File: src/rtl/bf_pkg.sv
// Shared definitions for the brute-force BCD guess engine: FSM states and BCD digit constants.
package bf_pkg;
  localparam int DIGIT_W = 4;
  localparam logic [DIGIT_W-1:0] BCD_MAX = 4'd9;

  typedef enum logic [1:0] {
    ST_IDLE,
    ST_SEARCH,
    ST_FOUND,
    ST_EXHAUSTED
  } state_t;
endpackage

File: src/rtl/bcd_incr.sv
// Combinational ripple BCD +1 across DIGITS nibbles; carry_out flags an all-9s input.
module bcd_incr
  import bf_pkg::*;
#(
  parameter int DIGITS = 4
) (
  input  logic [DIGIT_W*DIGITS-1:0] in,
  output logic [DIGIT_W*DIGITS-1:0] out,
  output logic                      carry_out
);

  always_comb begin
    out       = in;
    carry_out = 1'b1;
    for (int i = 0; i < DIGITS; i++) begin
      if (carry_out) begin
        if (in[i*DIGIT_W +: DIGIT_W] == BCD_MAX) begin
          out[i*DIGIT_W +: DIGIT_W] = '0;
        end else begin
          out[i*DIGIT_W +: DIGIT_W] = in[i*DIGIT_W +: DIGIT_W] + 4'd1;
          carry_out                 = 1'b0;
        end
      end
    end
  end

endmodule

File: src/rtl/bcd_guess_engine.sv
// Steps a BCD candidate once per rising edge of the slow tick level and compares it
// against a latched target, reporting found/exhausted and a saturating attempt count.
module bcd_guess_engine
  import bf_pkg::*;
#(
  parameter int DIGITS = 4,
  parameter int ATT_W  = 16
) (
  input  logic                      clk,
  input  logic                      reset,
  input  logic                      tick_in,
  input  logic                      start,
  input  logic [DIGIT_W*DIGITS-1:0] target,
  output logic [DIGIT_W*DIGITS-1:0] candidate,
  output logic [ATT_W-1:0]          attempts,
  output logic                      busy,
  output logic                      found,
  output logic                      exhausted
);

  localparam int CODE_W = DIGIT_W * DIGITS;

  state_t              state;
  logic                tick_q;
  logic                tick_rise;
  logic [CODE_W-1:0]   target_q;
  logic [CODE_W-1:0]   cand_next;
  logic                cand_all9;

  bcd_incr #(.DIGITS(DIGITS)) u_incr (
    .in        (candidate),
    .out       (cand_next),
    .carry_out (cand_all9)
  );

  // tick_in is a level generated in this clock domain; only its 0->1 transition advances
  assign tick_rise = tick_in & ~tick_q;

  always_ff @(posedge clk or posedge reset) begin
    if (reset) begin
      state     <= ST_IDLE;
      tick_q    <= 1'b0;
      target_q  <= '0;
      candidate <= '0;
      attempts  <= '0;
      busy      <= 1'b0;
      found     <= 1'b0;
      exhausted <= 1'b0;
    end else begin
      tick_q <= tick_in;
      case (state)
        ST_SEARCH: begin
          if (tick_rise) begin
            if (attempts != '1) attempts <= attempts + ATT_W'(1);
            // Candidate freezes on the terminating compare so the readout shows it
            if (candidate == target_q) begin
              state <= ST_FOUND;
              busy  <= 1'b0;
              found <= 1'b1;
            end else if (cand_all9) begin
              state     <= ST_EXHAUSTED;
              busy      <= 1'b0;
              exhausted <= 1'b1;
            end else begin
              candidate <= cand_next;
            end
          end
        end
        default: begin
          if (start) begin
            target_q  <= target;
            candidate <= '0;
            attempts  <= '0;
            state     <= ST_SEARCH;
            busy      <= 1'b1;
            found     <= 1'b0;
            exhausted <= 1'b0;
          end
        end
      endcase
    end
  end

endmodule
File: config.mk
export PLATFORM = sky130hd
export DESIGN_NAME = bcd_guess_engine
export DESIGN_NICKNAME = d
export VERILOG_FILES = /design/src/rtl/bf_pkg.sv /design/src/rtl/bcd_incr.sv /design/src/rtl/bcd_guess_engine.sv
export SDC_FILE = /design/constraint.sdc
export NUM_CORES = 1
export LEC_CHECK = 0
export CORE_MARGIN = 2
export CORE_UTILIZATION = 35
export CTS_CLUSTER_DIAMETER = 80
export DETAILED_ROUTE_END_ITERATION = 7
export MAX_ROUTING_LAYER = met4
export PLACE_DENSITY = 0.59
export SYNTH_ARGS = -nofsm -noshare
export SYNTH_HDL_FRONTEND = slang
export SYNTH_SLANG_ARGS = --single-unit
File: constraint.sdc
create_clock -name clk -period 3 [get_ports clk]
set_input_delay 0.6 -clock clk [delete_from_list [all_inputs] [get_ports clk]]
set_output_delay 0.6 -clock clk [all_outputs]
set_load 0.03 [all_outputs]
==> impl_metrics.yaml, run 1 <==
cells_and_area:
  area.growth.synth_to_final_pct: 25.9
  layout_commonest_cell: "nand2_1"
  nNetsFinal: 396
  multi_input_area_um2: 1460
  seqCellArea_um2: 1350
  stdcell_count: 472
  drive_above_1_share: 0.0708
  num_antenna_cells: 0
  fillers: 811
  layout_common_cells: "68 x nand2_1, 54 x dfrtp_1, 54 x clkdlybuf4s50_1"
  finish.instance_area_um2: 3650
  final_util: 0.448
worst_setup_path:
  cp-start-kind: "flip-flop"
  crit_buf_inv: 0
  cp_cell_sequence: "ha_1 > nand3b_4 > nor4_2 > or2_1 > o21a_1 > nor4b_1 > a31o_2"
  reg2reg_setup_slack_ns: 0.54
  crit_start: "candidate[4]"
  crit_arrival_ns: 2.66
  path_delay_family: "simple AND/OR/NAND/NOR gates"
  slowest_stage: "dfrtp_1"
  end_kind: "flip-flop"
  cp.required_ns: 3.20
  r2r_start: "candidate[4]"
  path_class: "flip-flop to flip-flop"
  slowest_delay_ns: 0.50
  cp_max_fo: 13
detailed_routing:
  first_iter_violations: 129
  antenna_left: 0
  wl_per_cell_um: 14.0
  vias: 2383
  dr.pass1.iters: 4
  drc: 0
  vias_per_cell: 5.05
  drt_wl_total_um: 6630
timing:
  rsz0062_at_grt: "no"
  fmax_mhz: 406
  slew_violations: 0
  setup-tns-final_ns: 0
  finalSetupViolations: 0
  worst_pin_slew_ns: 0.685
  skew_ns: 0.0104
  fin_crit_sh: 0.822
  fin_hold_ws_ns: 0.501
  hold_viol_final: 0
  timing.final.ws_setup_ns: 0.535
  slew_headroom: 0.543
  post-route-min-period_ns: 2.46
cts:
  clock_sinks: 54
  cts_hold_buf: 0
  numCtsBuffers: 5
  post-cts-setup-buffers: 0
  htreeDepth: 2
  cts.clk_slew.worst_paths_ns: 0.10
  tritoncts: "built"
  clk_latency_ns: 0.31
  post_cts_resized: 0
  clockBufferDepth: 2
  clock-root-buffer: "clkbuf_8"
power_and_ir_drop:
  power-per-cell-area_nw_per_um2: 566
  leakage_nw: 1.64
  power_mw: 2.06
  ir_worst_vdd_mv: 0.247
yosys:
  synth_edf_count: 0
  netlist_instances: 311
  ys_types: 45
  async_reset_ff_frac: 1.00
  synth-seq-cells: 54
  synth_area_per_cell_um2: 9.32
  synth_area_um2: 2900
  syn_nets: 340
  ys_warn_count: 0
  seq_area_frac_synth: 0.466
  synth_ff_type: "dfrtp_1"
run:
  drv_cap: 0
global_routing:
  first_global_vias: 2339
  grt_use_total: 0.166
  antenna_found_initial: 0
  grt_start_max_net_pins: 55
  grt.overflow.total: 0
  grt_pass1_wl_um: 11500
hold_path:
  worstHoldStart: "target_q[14]"
  min_path_type: "flip-flop to flip-flop"
floorplan:
  fp.dieArea_um2: 9020
  die_width_um: 95.0
  die_h_um: 95.0
  start_util: 0.356
  rows: 33
  ios: 55
  core_um2: 8130
place:
  dpl-instance-area_um2: 3570
  pre_cts_slack_ns: 0.450
  place_inst: 465
  gp_congestion: 0.823
  dp_hpwl_um: 4750
  port_buffers: 54
run_status:
  status: "finished, final reports clean"
## final cells by class
type,instances,area share
repair buffers,61,0.163
multi-input cells,237,0.401
well taps,105,0.0360
flip-flops and latches,54,0.370
clock buffers,5,0.0189
clock inverters,2,0.00274
inverters,8,0.00823
## flip-flops by register name, summed over array words and instances (netlist names)
| register | cells |
|---|---|
| state | 2 |
| exhausted | 1 |
| tick_q | 1 |
| found | 1 |
| candidate | 16 |
| target_q | 16 |
| busy | 1 |
| attempts | 16 |
## cell usage after synthesis (2+ instances only)
cell	number	area [um2]
o21ai_0	22	110
nand4b_1	2	17.5
or3_1	5	31.3
nand3_1	10	50.1
dfrtp_1	54	1350
and2_1	5	31.3
nand3b_4	4	80.1
o41ai_1	2	17.5
nor2_1	22	82.6
o2bb2ai_1	2	17.5
nand4_1	7	43.8
inv_1	8	30.0
clkbuf_1	8	30.0
buf_2	3	15.0
ha_1	9	113
nor4_1	4	25.0
nand2_1	68	255
nand2b_1	2	12.5
a21oi_1	11	55.1
xnor2_1	23	201
nor3b_1	4	30.0
nor4_4	2	42.5
o31ai_1	5	37.5
nor3_1	6	30.0
and3_1	3	18.8
## worst min-delay path, cell delays in order, from the launching register on
cell and delay, ns:
dfrtp_1 0.37, nand2_1 0.06, nand2_1 0.05
## power by group
group	total (mW)	internal, mW	switching, mW	leakage (nW)
Combinational	0.685	0.310	0.375	0.889
Clock	0.397	0.158	0.239	0.0438
Sequential	0.983	0.831	0.152	0.703
Total	2.06	1.30	0.766	1.64
## path summary, 6_finish.rpt
| check | to | cells past startpoint |
|---|---|---|
| worst min-delay path | target_q[14] | 2 |
| worst max-delay path | candidate[2] | 7 |
| max in group asynchronous | target_q[5] | 3 |
| worst max register to register | candidate[2] | 7 |
| worst min register to register | target_q[14] | 2 |
| min in group asynchronous | exhausted | 3 |
## routing by layer
layer,vias up,wire [um],GRT usage
li1,1188,-,-
met1,1145,3190,0.234
met2,47,3120,0.248
met3,3,275,0.0327
met4,0,32,0.0374
met5,-,0,-
## kinds of logic (layout without fill, tap and decap cells)
kind of cell             count (synthesis)  after routing  synth area share
AND/OR/NAND/NOR                        154            154             0.288
XOR/XNOR                                24             24            0.0725
adder cells (fa/ha/maj)                  9              9            0.0389
AO/OA/AOI/OAI                           50             50             0.104
buffers and inverters                   20             76            0.0298
flip-flops                              54             54             0.466
Note: power is estimated with default switching activity, not from simulation.
==> inputs of run 2 (changes only) <==
==> constraint.sdc (replaced) <==
create_clock -name clk -period 2.3 [get_ports clk]
set_input_delay 0.46 -clock clk [delete_from_list [all_inputs] [get_ports clk]]
set_output_delay 0.46 -clock clk [all_outputs]
set_load 0.03 [all_outputs]
==> run 2 against run 1 <==
Net effect:
- worst hold slack improved by 0.0030 ns
- cell count increased by 4.9%
- clock skew decreased by 0.0049 ns
- wire length increased by 5.2%
- cell area increased by 5.5%
- register-to-register slack got worse by 0.33 ns
- highest routed layer unchanged
==> impl_metrics.yaml, run 2 (synthesized netlist as in run 1, its figures left out) <==
timing:
  hold_viol_final: 0
  fmax_mhz: 477
  timing.final.ws_setup_ns: 0.201
  skew_ns: 0.00551
  slew_violations: 0
  fin_crit_sh: 0.912
  worst_pin_slew_ns: 0.652
  slew_headroom: 0.565
  rsz0062_at_grt: "no"
  post-route-min-period_ns: 2.10
  fin_hold_ws_ns: 0.504
  finalSetupViolations: 0
global_routing:
  grt_start_max_net_pins: 31
  grt.overflow.total: 0
  grt_use_total: 0.171
  first_global_vias: 2431
  grt_pass1_wl_um: 11800
  antenna_found_initial: 0
worst_setup_path:
  end_kind: "flip-flop"
  endpoint: "candidate[2]"
  cp.required_ns: 2.50
  path_class: "flip-flop to flip-flop"
  crit_buf_inv: 2
  slowest_stage: "dfrtp_1"
  cp-start-kind: "flip-flop"
  slowest_delay_ns: 0.44
  reg2reg_depth: 9
  path_delay_family: "simple AND/OR/NAND/NOR gates"
  crit_arrival_ns: 2.30
  r2r_start: "candidate[9]"
  cp_cell_sequence: "inv_1 > ha_1 > nand3b_4 > nor4_2 > or2_4 > o21a_1 > buf_4 > nor4b_1 > a31o_2"
  crit_start: "candidate[9]"
  cp_max_fo: 5
  cp.depth: 9
  r2r_end: "candidate[2]"
  reg2reg_setup_slack_ns: 0.20
power_and_ir_drop:
  p_clk_frac: 0.213
  p_comb_frac: 0.352
  switching_share: 0.352
  switchingPower_mw: 1.00
  leakage_nw: 1.76
  power-per-cell-area_nw_per_um2: 741
  p_int_mw: 1.85
  pwr-share-seq: 0.434
  ir_worst_vdd_mv: 0.335
cts:
  cts_hold_buf: 0
  clock_sinks: 54
  clk_latency_ns: 0.30
  tritoncts: "built"
  post-cts-setup-buffers: 0
  cts.clk_slew.worst_paths_ns: 0.09
  numCtsBuffers: 5
  clockBufferDepth: 2
  htreeDepth: 2
  clock-root-buffer: "clkbuf_8"
  post_cts_resized: 0
floorplan:
  core_um2: 8130
  die_width_um: 95.0
  ios: 55
  rows: 33
  die_h_um: 95.0
  fp.dieArea_um2: 9020
  start_util: 0.356
place:
  port_buffers: 54
  gp_congestion: 0.824
  dp_hpwl_um: 5150
  pre_cts_slack_ns: -0.0649
run_status:
  status: "finished, final reports clean"
cells_and_area:
  layout_common_cells: "68 x nand2_1, 54 x clkdlybuf4s50_1, 53 x dfrtp_1"
  reg.largest.list: "attempts (16), candidate (16), target_q (16)"
  nNetsFinal: 418
  area.growth.synth_to_final_pct: 32.8
  num_antenna_cells: 0
  fillers: 772
  drive_above_1_share: 0.131
  layout_commonest_cell: "nand2_1"
detailed_routing:
  first_iter_violations: 84
  dr.pass1.iters: 4
  vias_per_cell: 4.97
  vias: 2462
  antenna_left: 0
  drc: 0
  drt_wl_total_um: 6970
  wl_per_cell_um: 14.1
hold_path:
  min_path_type: "flip-flop to flip-flop"
  whs_path_depth: 2
run:
  drv_cap: 0
-- run 2: changes by cell type in the layout (fill, tap and decap cells not counted) --
cell,change
dfrtp_2,+1
or2_1,-1
dfrtp_1,-1
or2_4,+1
buf_4,+22
clkbuf_8,+3
clkinv_2,-2
-- run 2: area by class of cell --
cell class / instances / area (um2) / share of cell area
flip-flops and latches: 54 / 1350 / 0.352
multi-input cells: 237 / 1470 / 0.381
repair buffers: 83 / 758 / 0.197
inverters: 8 / 30.0 / 0.00780
well taps: 105 / 131 / 0.0341
clock buffers: 8 / 110 / 0.0286
-- run 2: metrics by stage --
step | TNS, ns | total power, mW | utilization | instances | instance area (um2)
floorplan | 0 | 1.85 | - | 311 | 2900
global placement | -0.00735 | 2.26 | 0.459 | 487 | 3730
detailed placement | -0.128 | 2.27 | 0.459 | 487 | 3730
CTS | 0 | 2.89 | 0.473 | 495 | 3840
global route | 0 | 3.02 | 0.473 | 495 | 3850
finish | 0 | 2.85 | 0.473 | 495 | 3850
-- run 2: tightest hold or removal path, cell delays in order (launching register included) --
cell,delay [ns]
dfrtp_1,0.37
nand2_1,0.05
nand2_1,0.06
-- run 2: power by group through the flow --
stage	clock network [mW]	logic [mW]	registers (mW)
2_1_floorplan	0	0.404	1.44
3_3_place_gp	0	1.00	1.26
3_5_place_dp	0	1.01	1.26
4_1_cts	0.636	1.02	1.24
5_1_grt	0.664	1.09	1.26
6_report	0.608	1.00	1.24
-- run 2: worst min-delay path by stage --
stage | startpoint | endpoint
floorplan | target_q[10] | target_q[10]
global placement | target_q[14] | target_q[14]
detailed placement | target_q[14] | target_q[14]
CTS | target_q[14] | target_q[14]
global route | target_q[1] | target_q[1]
finish | target_q[14] | target_q[14]
-- run 2: routing by layer --
| layer | track usage | share of wire | vias up | routed length, um |
|---|---|---|---|---|
| met5 | - | 0 | - | 0 |
| met1 | 0.233 | 0.48 | 1169 | 3360 |
| met4 | 0.0483 | 0.015 | 0 | 106 |
| met2 | 0.266 | 0.46 | 55 | 3230 |
| li1 | - | - | 1231 | - |
| met3 | 0.0271 | 0.039 | 7 | 269 |
==> patch (flow settings as in run 1) <==
Reset style: synchronous (`reset`), changed in one clocked block.
--- a/src/rtl/bcd_guess_engine.sv
+++ b/src/rtl/bcd_guess_engine.sv
@@ -36,7 +36,7 @@
   // tick_in is a level generated in this clock domain; only its 0->1 transition advances
   assign tick_rise = tick_in & ~tick_q;
 
-  always_ff @(posedge clk or posedge reset) begin
+  always_ff @(posedge clk) begin
     if (reset) begin
       state     <= ST_IDLE;
       tick_q    <= 1'b0;
Function: differs if reset is asserted again (counterexample within 4 cycles, from zero or initial values and one cycle with reset high); with reset held inactive, the same outputs for 10 cycles.
==> patch against run 1 <==
Worst setup slack gained 86 ps; area after synthesis shrank 6.1%; cell area shrank 4.5%; sequential cell count is the same; die area shrank 5.9%; via count grew 2.8%; routed wire length shrank 1.2%.
Power is not compared: it rests on default switching activity, and its combinational part moved more than twofold at a synthesized area within 25%.
==> patch: results <==
[detailed_routing]
wl_mm = 6.544
num_vias = 2449
drt_iter0_drc = 139
wl_per_cell_um = 13.63

[critical_path]
timing.rr.start = candidate[12]
worstPathMaxFanout = 16
r2r-end = candidate[11]
critical_path.slowest_cell = a21oi_2
cp_top_family = compound AO/OA/AOI/OAI gates
r2r_slack_ps = 620

[yosys]
synth_flop_cell = dfxtp_1
syn_inst = 324
ys_types = 50
synth_area_leaders = dfxtp_1 (40%), nand2_1 (6.2%), a21oi_1 (5.7%), xor2_1 (5.5%), ha_1 (4.1%)

[sta]
skew_ps = 11.58
relSlewSlack_pct = 55.35
period_share_pct = 79.30

[grt]
grtUsageTotal_pct = 16.71
grt_first_pass_wirelength_mm = 11.27
grt_max_degree = 19
grt_pass1_vias = 2306

[placement]
dp.cells = 473
dpl-instance-area_sq_um = 3371
dp_hpwl_mm = 4.761

[outcome]
status = finished, final reports clean

[final_layout]
drive_gt1_share_pct = 6.878
==> patch: cell types whose count changed after synthesis, sizes merged, moves of 4 or more <==
cell and delta:
a21o +4, a21oi +21, and3b +4, dfrtp -54, dfxtp +54, nand2 -23
nor2 +8, nor3 +9, o21ai -13, or4 +7, xnor2 -13, xor2 +16
==> patch: power breakdown <==
| group | switching [uW] | internal [uW] | total (uW) |
|---|---|---|---|
| sequential | 16.6 | 736 | 753 |
| clock | 229 | 267 | 497 |
| combinational | 113 | 77.1 | 190 |
| total | 359 | 1080 | 1440 |
==> patch: metal layers <==
layer / GRT usage [%] / vias up / part of all wire [%]
met3: 2.794 / 4 / 3.5
met5: - / - / 0
met1: 23.44 / 1153 / 49
met2: 25.49 / 45 / 47
met4: 3.483 / 0 / 0.37
li1: - / 1247 / -
==> patch: kinds of logic after synthesis <==
group           Yosys count  share of synthesized area [%]
compound gates           60                          14.12
xor+xnor                 27                          8.693
fa+ha+maj                 9                          4.140
buf+inv                  21                          3.266
flops                    54                          39.74
mux                       1                         0.3680
simple gates            152                          29.67
==> patch: how the worst min path moves through the flow <==
| stage | startpoint | cells past startpoint | slack [ps] | endpoint |
|---|---|---|---|---|
| after floorplan | state[1] | 2 | 440 | state[1] |
| after global placement | exhausted | 2 | 440 | exhausted |
| after detailed placement | exhausted | 2 | 440 | exhausted |
| after CTS | exhausted | 2 | 460 | exhausted |
| after global routing | exhausted | 2 | 490 | exhausted |
| final | exhausted | 2 | 450 | exhausted |
==> patch: final cells by class <==
class	instances	area, sq um
Clock buffer	6	82.58
Tap cell	102	127.6
Inverter	9	33.78
Clock inverter	1	30.03
Sequential cell	54	1081
Multi-Input combinational cell	249	1550
Timing Repair Buffer	59	578.1
Fill cell	796	4124
